[config.mk]
export PLATFORM = sky130hd
export DESIGN_NAME = tap_driver
export DESIGN_NICKNAME = d
export VERILOG_FILES = /design/src/rtl/tap_driver_pkg.sv /design/src/rtl/tap_driver_shifter.sv /design/src/rtl/tap_driver.sv
export SDC_FILE = /design/constraint.sdc
export NUM_CORES = 1
export LEC_CHECK = 0
export BUFFER_PORTS_ARGS = -buffer_cell sky130_fd_sc_hd__buf_2
export CAP_MARGIN = 20
export CELL_PAD_IN_SITES_DETAIL_PLACEMENT = 0
export CELL_PAD_IN_SITES_GLOBAL_PLACEMENT = 1
export CORE_MARGIN = 2
export CORE_UTILIZATION = 43
export DETAILED_ROUTE_END_ITERATION = 6
export PLACE_DENSITY = 0.85
export SYNTH_ARGS = -nofsm -noshare
export SYNTH_HDL_FRONTEND = slang
export SYNTH_HIERARCHICAL = 1
export SYNTH_SLANG_ARGS = --single-unit
[constraint.sdc]
create_clock -name clk -period 3.1 [get_ports clk]
set_clock_uncertainty 0.05 [all_clocks]
set_input_delay 0 -clock clk [delete_from_list [all_inputs] [get_ports clk]]
set_output_delay 0 -clock clk [all_outputs]
set_load 0.03 [all_outputs]
[src/rtl/tap_driver_pkg.sv]
// Shared TAP driver definitions: controller state encoding, default widths
// and a sizing helper used for the per-state cycle counter.
package tap_driver_pkg;

  localparam int DEF_BYTE_WIDTH   = 8;
  localparam int DEF_RESULT_WIDTH = 16;

  typedef enum logic [3:0] {
    ST_TLR    = 4'd0,
    ST_IDLE   = 4'd1,
    ST_CAP    = 4'd2,
    ST_SHIFT  = 4'd3,
    ST_UPD    = 4'd4,
    ST_DRAIN  = 4'd5,
    ST_RCAP   = 4'd6,
    ST_RSHIFT = 4'd7,
    ST_RUPD   = 4'd8,
    ST_DONE   = 4'd9
  } tap_state_e;

  function automatic int max4(input int a, input int b, input int c, input int d);
    int m_ab;
    int m_cd;
    m_ab = (a > b) ? a : b;
    m_cd = (c > d) ? c : d;
    return (m_ab > m_cd) ? m_ab : m_cd;
  endfunction

endpackage

[src/rtl/tap_driver_shifter.sv]
// Shared data register: parallel load then serial out from bit 0, and serial
// in at the top bit, both shifting right.
module tap_shifter
  import tap_driver_pkg::*;
#(
  parameter int WIDTH = DEF_RESULT_WIDTH
) (
  input  logic             clk,
  input  logic             rst_n,
  input  logic             load,
  input  logic [WIDTH-1:0] load_data,
  input  logic             shift_en,
  input  logic             sin,
  output logic             sout,
  output logic [WIDTH-1:0] par
);

  logic [WIDTH-1:0] sr_r;

  // Shift register: load has priority over shift.
  always_ff @(posedge clk) begin
    if (!rst_n) begin
      sr_r <= {WIDTH{1'b0}};
    end else if (load) begin
      sr_r <= load_data;
    end else if (shift_en) begin
      sr_r <= {sin, sr_r[WIDTH-1:1]};
    end else begin
      sr_r <= sr_r;
    end
  end

  assign sout = sr_r[0];
  assign par  = sr_r;

endmodule

[src/rtl/tap_driver.sv]
// Drives a user DR over TAP strobes: shifts each inbound byte out on tdi,
// then after a drain period shifts back a result word from tdo.
module tap_driver
  import tap_driver_pkg::*;
#(
  parameter int DATA_WIDTH   = DEF_BYTE_WIDTH,
  parameter int RESULT_WIDTH = DEF_RESULT_WIDTH,
  parameter int TLR_CYCLES   = 5,
  parameter int DRAIN_CYCLES = 16
) (
  input  logic                    clk,
  input  logic                    rst_n,
  input  logic                    s_valid,
  output logic                    s_ready,
  input  logic [DATA_WIDTH-1:0]   s_data,
  input  logic                    s_last,
  output logic                    tdi,
  input  logic                    tdo,
  output logic                    test_logic_reset,
  output logic                    run_test_idle,
  output logic                    ir_is_user,
  output logic                    capture_dr,
  output logic                    shift_dr,
  output logic                    update_dr,
  output logic                    result_valid,
  output logic [RESULT_WIDTH-1:0] result_data
);

  localparam int SW = (DATA_WIDTH > RESULT_WIDTH) ? DATA_WIDTH : RESULT_WIDTH;
  localparam int CW = $clog2(max4(DATA_WIDTH, RESULT_WIDTH, DRAIN_CYCLES, TLR_CYCLES) + 1);

  localparam logic [CW-1:0] CNT_ZERO   = CW'(0);
  localparam logic [CW-1:0] CNT_ONE    = CW'(1);
  localparam logic [CW-1:0] TLR_LAST   = CW'(TLR_CYCLES - 1);
  localparam logic [CW-1:0] DATA_LAST  = CW'(DATA_WIDTH - 1);
  localparam logic [CW-1:0] DRAIN_LAST = CW'(DRAIN_CYCLES - 1);
  localparam logic [CW-1:0] RES_LAST   = CW'(RESULT_WIDTH - 1);

  tap_state_e    state_r;
  tap_state_e    state_nxt_s;
  logic [CW-1:0] cnt_r;
  logic [CW-1:0] cnt_nxt_s;
  logic          last_r;
  logic          hs_s;
  logic          sh_shift_s;
  logic          sh_sout_s;
  logic [SW-1:0] sh_par_s;
  logic [SW-1:0] sh_load_data_s;

  assign sh_load_data_s = SW'(s_data);
  // Byte bits leave one edge ahead of the SHIFT cycle that shows them on tdi.
  assign sh_shift_s = (state_nxt_s == ST_SHIFT) || (state_r == ST_RSHIFT);

  tap_shifter #(.WIDTH(SW)) u_shifter (
    .clk       (clk),
    .rst_n     (rst_n),
    .load      (hs_s),
    .load_data (sh_load_data_s),
    .shift_en  (sh_shift_s),
    .sin       (tdo),
    .sout      (sh_sout_s),
    .par       (sh_par_s)
  );

  // Next-state and per-state cycle counter; counter only runs in timed states.
  always_comb begin
    state_nxt_s = state_r;
    cnt_nxt_s   = CNT_ZERO;
    hs_s        = 1'b0;
    case (state_r)
      ST_TLR: begin
        if (cnt_r == TLR_LAST) begin
          state_nxt_s = ST_IDLE;
        end else begin
          cnt_nxt_s = cnt_r + CNT_ONE;
        end
      end
      ST_IDLE: begin
        if (s_valid) begin
          hs_s        = 1'b1;
          state_nxt_s = ST_CAP;
        end else begin
          state_nxt_s = ST_IDLE;
        end
      end
      ST_CAP: state_nxt_s = ST_SHIFT;
      ST_SHIFT: begin
        if (cnt_r == DATA_LAST) begin
          state_nxt_s = ST_UPD;
        end else begin
          cnt_nxt_s = cnt_r + CNT_ONE;
        end
      end
      ST_UPD: begin
        if (last_r) begin
          state_nxt_s = ST_DRAIN;
        end else begin
          state_nxt_s = ST_IDLE;
        end
      end
      ST_DRAIN: begin
        if (cnt_r == DRAIN_LAST) begin
          state_nxt_s = ST_RCAP;
        end else begin
          cnt_nxt_s = cnt_r + CNT_ONE;
        end
      end
      ST_RCAP: state_nxt_s = ST_RSHIFT;
      ST_RSHIFT: begin
        if (cnt_r == RES_LAST) begin
          state_nxt_s = ST_RUPD;
        end else begin
          cnt_nxt_s = cnt_r + CNT_ONE;
        end
      end
      ST_RUPD: state_nxt_s = ST_DONE;
      ST_DONE: state_nxt_s = ST_DONE;
      default: state_nxt_s = ST_TLR;
    endcase
  end

  // State, counter and registered outputs decoded from the upcoming state.
  always_ff @(posedge clk) begin
    if (!rst_n) begin
      state_r          <= ST_TLR;
      cnt_r            <= CNT_ZERO;
      last_r           <= 1'b0;
      test_logic_reset <= 1'b1;
      run_test_idle    <= 1'b0;
      ir_is_user       <= 1'b0;
      capture_dr       <= 1'b0;
      shift_dr         <= 1'b0;
      update_dr        <= 1'b0;
      s_ready          <= 1'b0;
      tdi              <= 1'b0;
      result_valid     <= 1'b0;
      result_data      <= {RESULT_WIDTH{1'b0}};
    end else begin
      state_r          <= state_nxt_s;
      cnt_r            <= cnt_nxt_s;
      last_r           <= hs_s ? s_last : last_r;
      test_logic_reset <= (state_nxt_s == ST_TLR);
      run_test_idle    <= (state_nxt_s == ST_IDLE) || (state_nxt_s == ST_DRAIN) ||
                          (state_nxt_s == ST_DONE);
      ir_is_user       <= (state_nxt_s != ST_TLR);
      capture_dr       <= (state_nxt_s == ST_CAP) || (state_nxt_s == ST_RCAP);
      shift_dr         <= (state_nxt_s == ST_SHIFT) || (state_nxt_s == ST_RSHIFT);
      update_dr        <= (state_nxt_s == ST_UPD) || (state_nxt_s == ST_RUPD);
      s_ready          <= (state_nxt_s == ST_IDLE);
      tdi              <= (state_nxt_s == ST_SHIFT) ? sh_sout_s : 1'b0;
      result_valid     <= (state_r == ST_RUPD);
      result_data      <= (state_r == ST_RUPD) ? sh_par_s[SW-1 -: RESULT_WIDTH] : result_data;
    end
  end

endmodule

==> results_dict.tcl <==
set metrics [dict create \
    status "finished, final reports clean" \
    rsz0062_at_grt "no" \
    ys_types 51 \
    synth-edff-count 0 \
    holdWs_ps 13.9 \
    grt_pass1_wl_microns 7870 \
    cts_tree "done" \
    fin_crit_sh_pct 91.6 \
    wirelength_microns 4590 \
    power_w 0.00163 \
    tightest_slew_ps 612 \
    ant_nets 0 \
    gr-total-overflow 0 \
    die_w_microns 78.4 \
    gp_congestion 0.769 \
    grt_pass1_vias 1693 \
    path_cells "ha_1 > nand3_1 > inv_1 > ha_1 > nand3b_1 > a21boi_0 > nor3_2 > o31ai_4 > buf_12 > mux2_2 > o211a_1" \
    pre_cts_ws_ps 262 \
    synth-async-reset-ratio_pct 0 \
    hp-class "in2reg" \
    grt_antenna_before_repair 0 \
    hold_viol 0 \
    fin_setup_tns_ps 0 \
    start_kind "flop" \
    portBuffers 37 \
    worstSetupPathType "reg2reg" \
    grt_max_degree 34 \
    ys_seq_area_share_pct 42.9 \
    clkTransAtPathRegs_ps 90 \
    layout-drive-gt1-share_pct 27.9 \
    slowest_delay_ps 400 \
    yosysWarnings 6 \
    synth-main-ff-cell "dfxtp_1" \
    dr.pass1.iters 4 \
    drv_slew 0 \
    crit_fanout 16 \
    area.growth.synth_to_final_pct 18.0 \
    yosys.area.top_type "dfxtp_1" \
    maxCapViolCount 0 \
    clock.fmax_ghz 0.352 \
    required_ps 3240 \
    core_area_sq_mm 0.00544 \
    critPathMostFrequentCell "ha_1" \
    drt_iter0_markers 70 \
    powerDensity_mw_per_mm2 580 \
    antenna_cells 0 \
    peakVddDrop_uv 252 \
    setup_ws_ps 260 \
    cp_top_family "compound AO/OA/AOI/OAI gates" \
    slowest_stage "a21boi_0" \
    io_pins 38 \
    synth.area.top_cells "dfxtp_1 43%, o211a_1 6.7%, mux2_4 6.3%" \
    start_util_pct 43.8 \
    drc 0 \
    maxSlewHeadroom_pct 59.2 \
    syn_area_per_cell_sq_um 9.88 \
    syn_area_sq_mm 0.00238 \
    fp.dieArea_sq_mm 0.00615 \
    arrival_ps 2980 \
    htree_levels 2 \
    cts_root_buf "clkbuf_8" \
    layout_commonest_cell "dfxtp_1" \
    clock_latency_ps 290 \
    wl_per_cell_microns 12.8 \
    critical_path_buf_inv_count 2 \
    rows 27 \
    cts_made_buffers 5 \
    clock_path_buffers 2 \
    track_usage_pct 16.0 \
    synth-seq-cells 51 \
    finalSetupViolations 0 \
    endpoint_kind "flop" \
    min_period_ps 2840 \
    final_cell_mix "51 x dfxtp_1, 37 x buf_2, 33 x nand2_1" \
    synth_top_area_share_pct 42.9 \
    clkSinkCount 51 \
    vias 1806 \
    syn_inst 241 \
    dpl.hpwl_microns 3150 \
    p_leak_nw 1.32 \
    die_y_microns 78.4 \
    nets 304 \
    viasPerCell 5.03 \
]
metal layers:
metal  GRT usage (%)  wire length [microns]  vias up
met5               0                      0        -
met4            5.26                     60        0
met3            3.45                    128        5
met2            26.1                   2200       20
met1            21.0                   2200      856
li1                -                      -      925
worst min-delay path, stage by stage:
cell,delay [ps]
buf_2,80
mux2_2,130
o211a_1,120
synthesized netlist by cell type, types with 3 or more instances:
cell type   n
nor3_1      6
a21oi_1    17
mux2_4     10
clkbuf_1    5
nand3_1     5
dfxtp_1    51
buf_6       4
buf_2       6
inv_1       4
mux2_2      6
nor2_1      8
nand2b_1   17
ha_1        4
nor2b_1     3
nand2_1    33
o211a_1    16
cell families after synthesis:
logic type	synth area share (%)
compound gates	15.6
xor+xnor	0.736
fa+ha+maj	2.10
buf+inv	5.89
flops	42.9
mux	9.56
other cells	0.157
simple gates	23.1
sequential cells by signal, summed over array words and instances, names as in the netlist, 4 cells and up:
register / flops
result_data: 16
cnt_r: 5
u_shifter/par: 16
state_r: 4
final timing paths:
| kind | depth (start not counted) | end | from | slack [ps] |
|---|---|---|---|---|
| worst max-delay path | 11 | u_shifter/par[1]$_SDFFE_PN0P_ | cnt_r[0]$_SDFF_PN0_ | 260 |
| worst min-delay path | 3 | u_shifter/par[15]$_SDFFE_PN0P_ | tdo | 10 |
| worst max register to register | 11 | u_shifter/par[1]$_SDFFE_PN0P_ | cnt_r[0]$_SDFF_PN0_ | 260 |
| worst min register to register | 2 | result_data[13]$_SDFFE_PN0P_ | result_data[13]$_SDFFE_PN0P_ | 400 |
what timing repair did:
item                       4_1_cts  5_1_grt
setup buffers                    0        0
resized for setup                0        1
setup endpoints to repair        0        8
hold buffers                     8        0
hold endpoints to repair         8        0
metrics by stage:
step           util (%)  std cells  instance area (sq um)
6_report           51.7        359                   2810
5_1_grt            51.7        359                   2810
4_1_cts            51.6        359                   2810
3_5_place_dp       48.2        344                   2620
3_3_place_gp       48.2        344                   2620
2_1_floorplan         -        248                   2410
final cells by class:
| cell class | instances | area, sq um |
|---|---|---|
| well taps | 72 | 90.1 |
| multi-input cells | 175 | 1270 |
| clock buffers | 6 | 72.6 |
| clock inverters | 1 | 30.0 |
| fillers | 520 | 2630 |
| repair buffers | 49 | 308 |
| inverters | 5 | 18.8 |
| flip-flops and latches | 51 | 1020 |
power by group:
group	total (W)	switching, W	internal (W)
registers	0.000793	0.0000633	0.000730
logic	0.000399	0.000207	0.000192
clock network	0.000439	0.000202	0.000237
No activity file was read; power rests on OpenSTA's default activity.
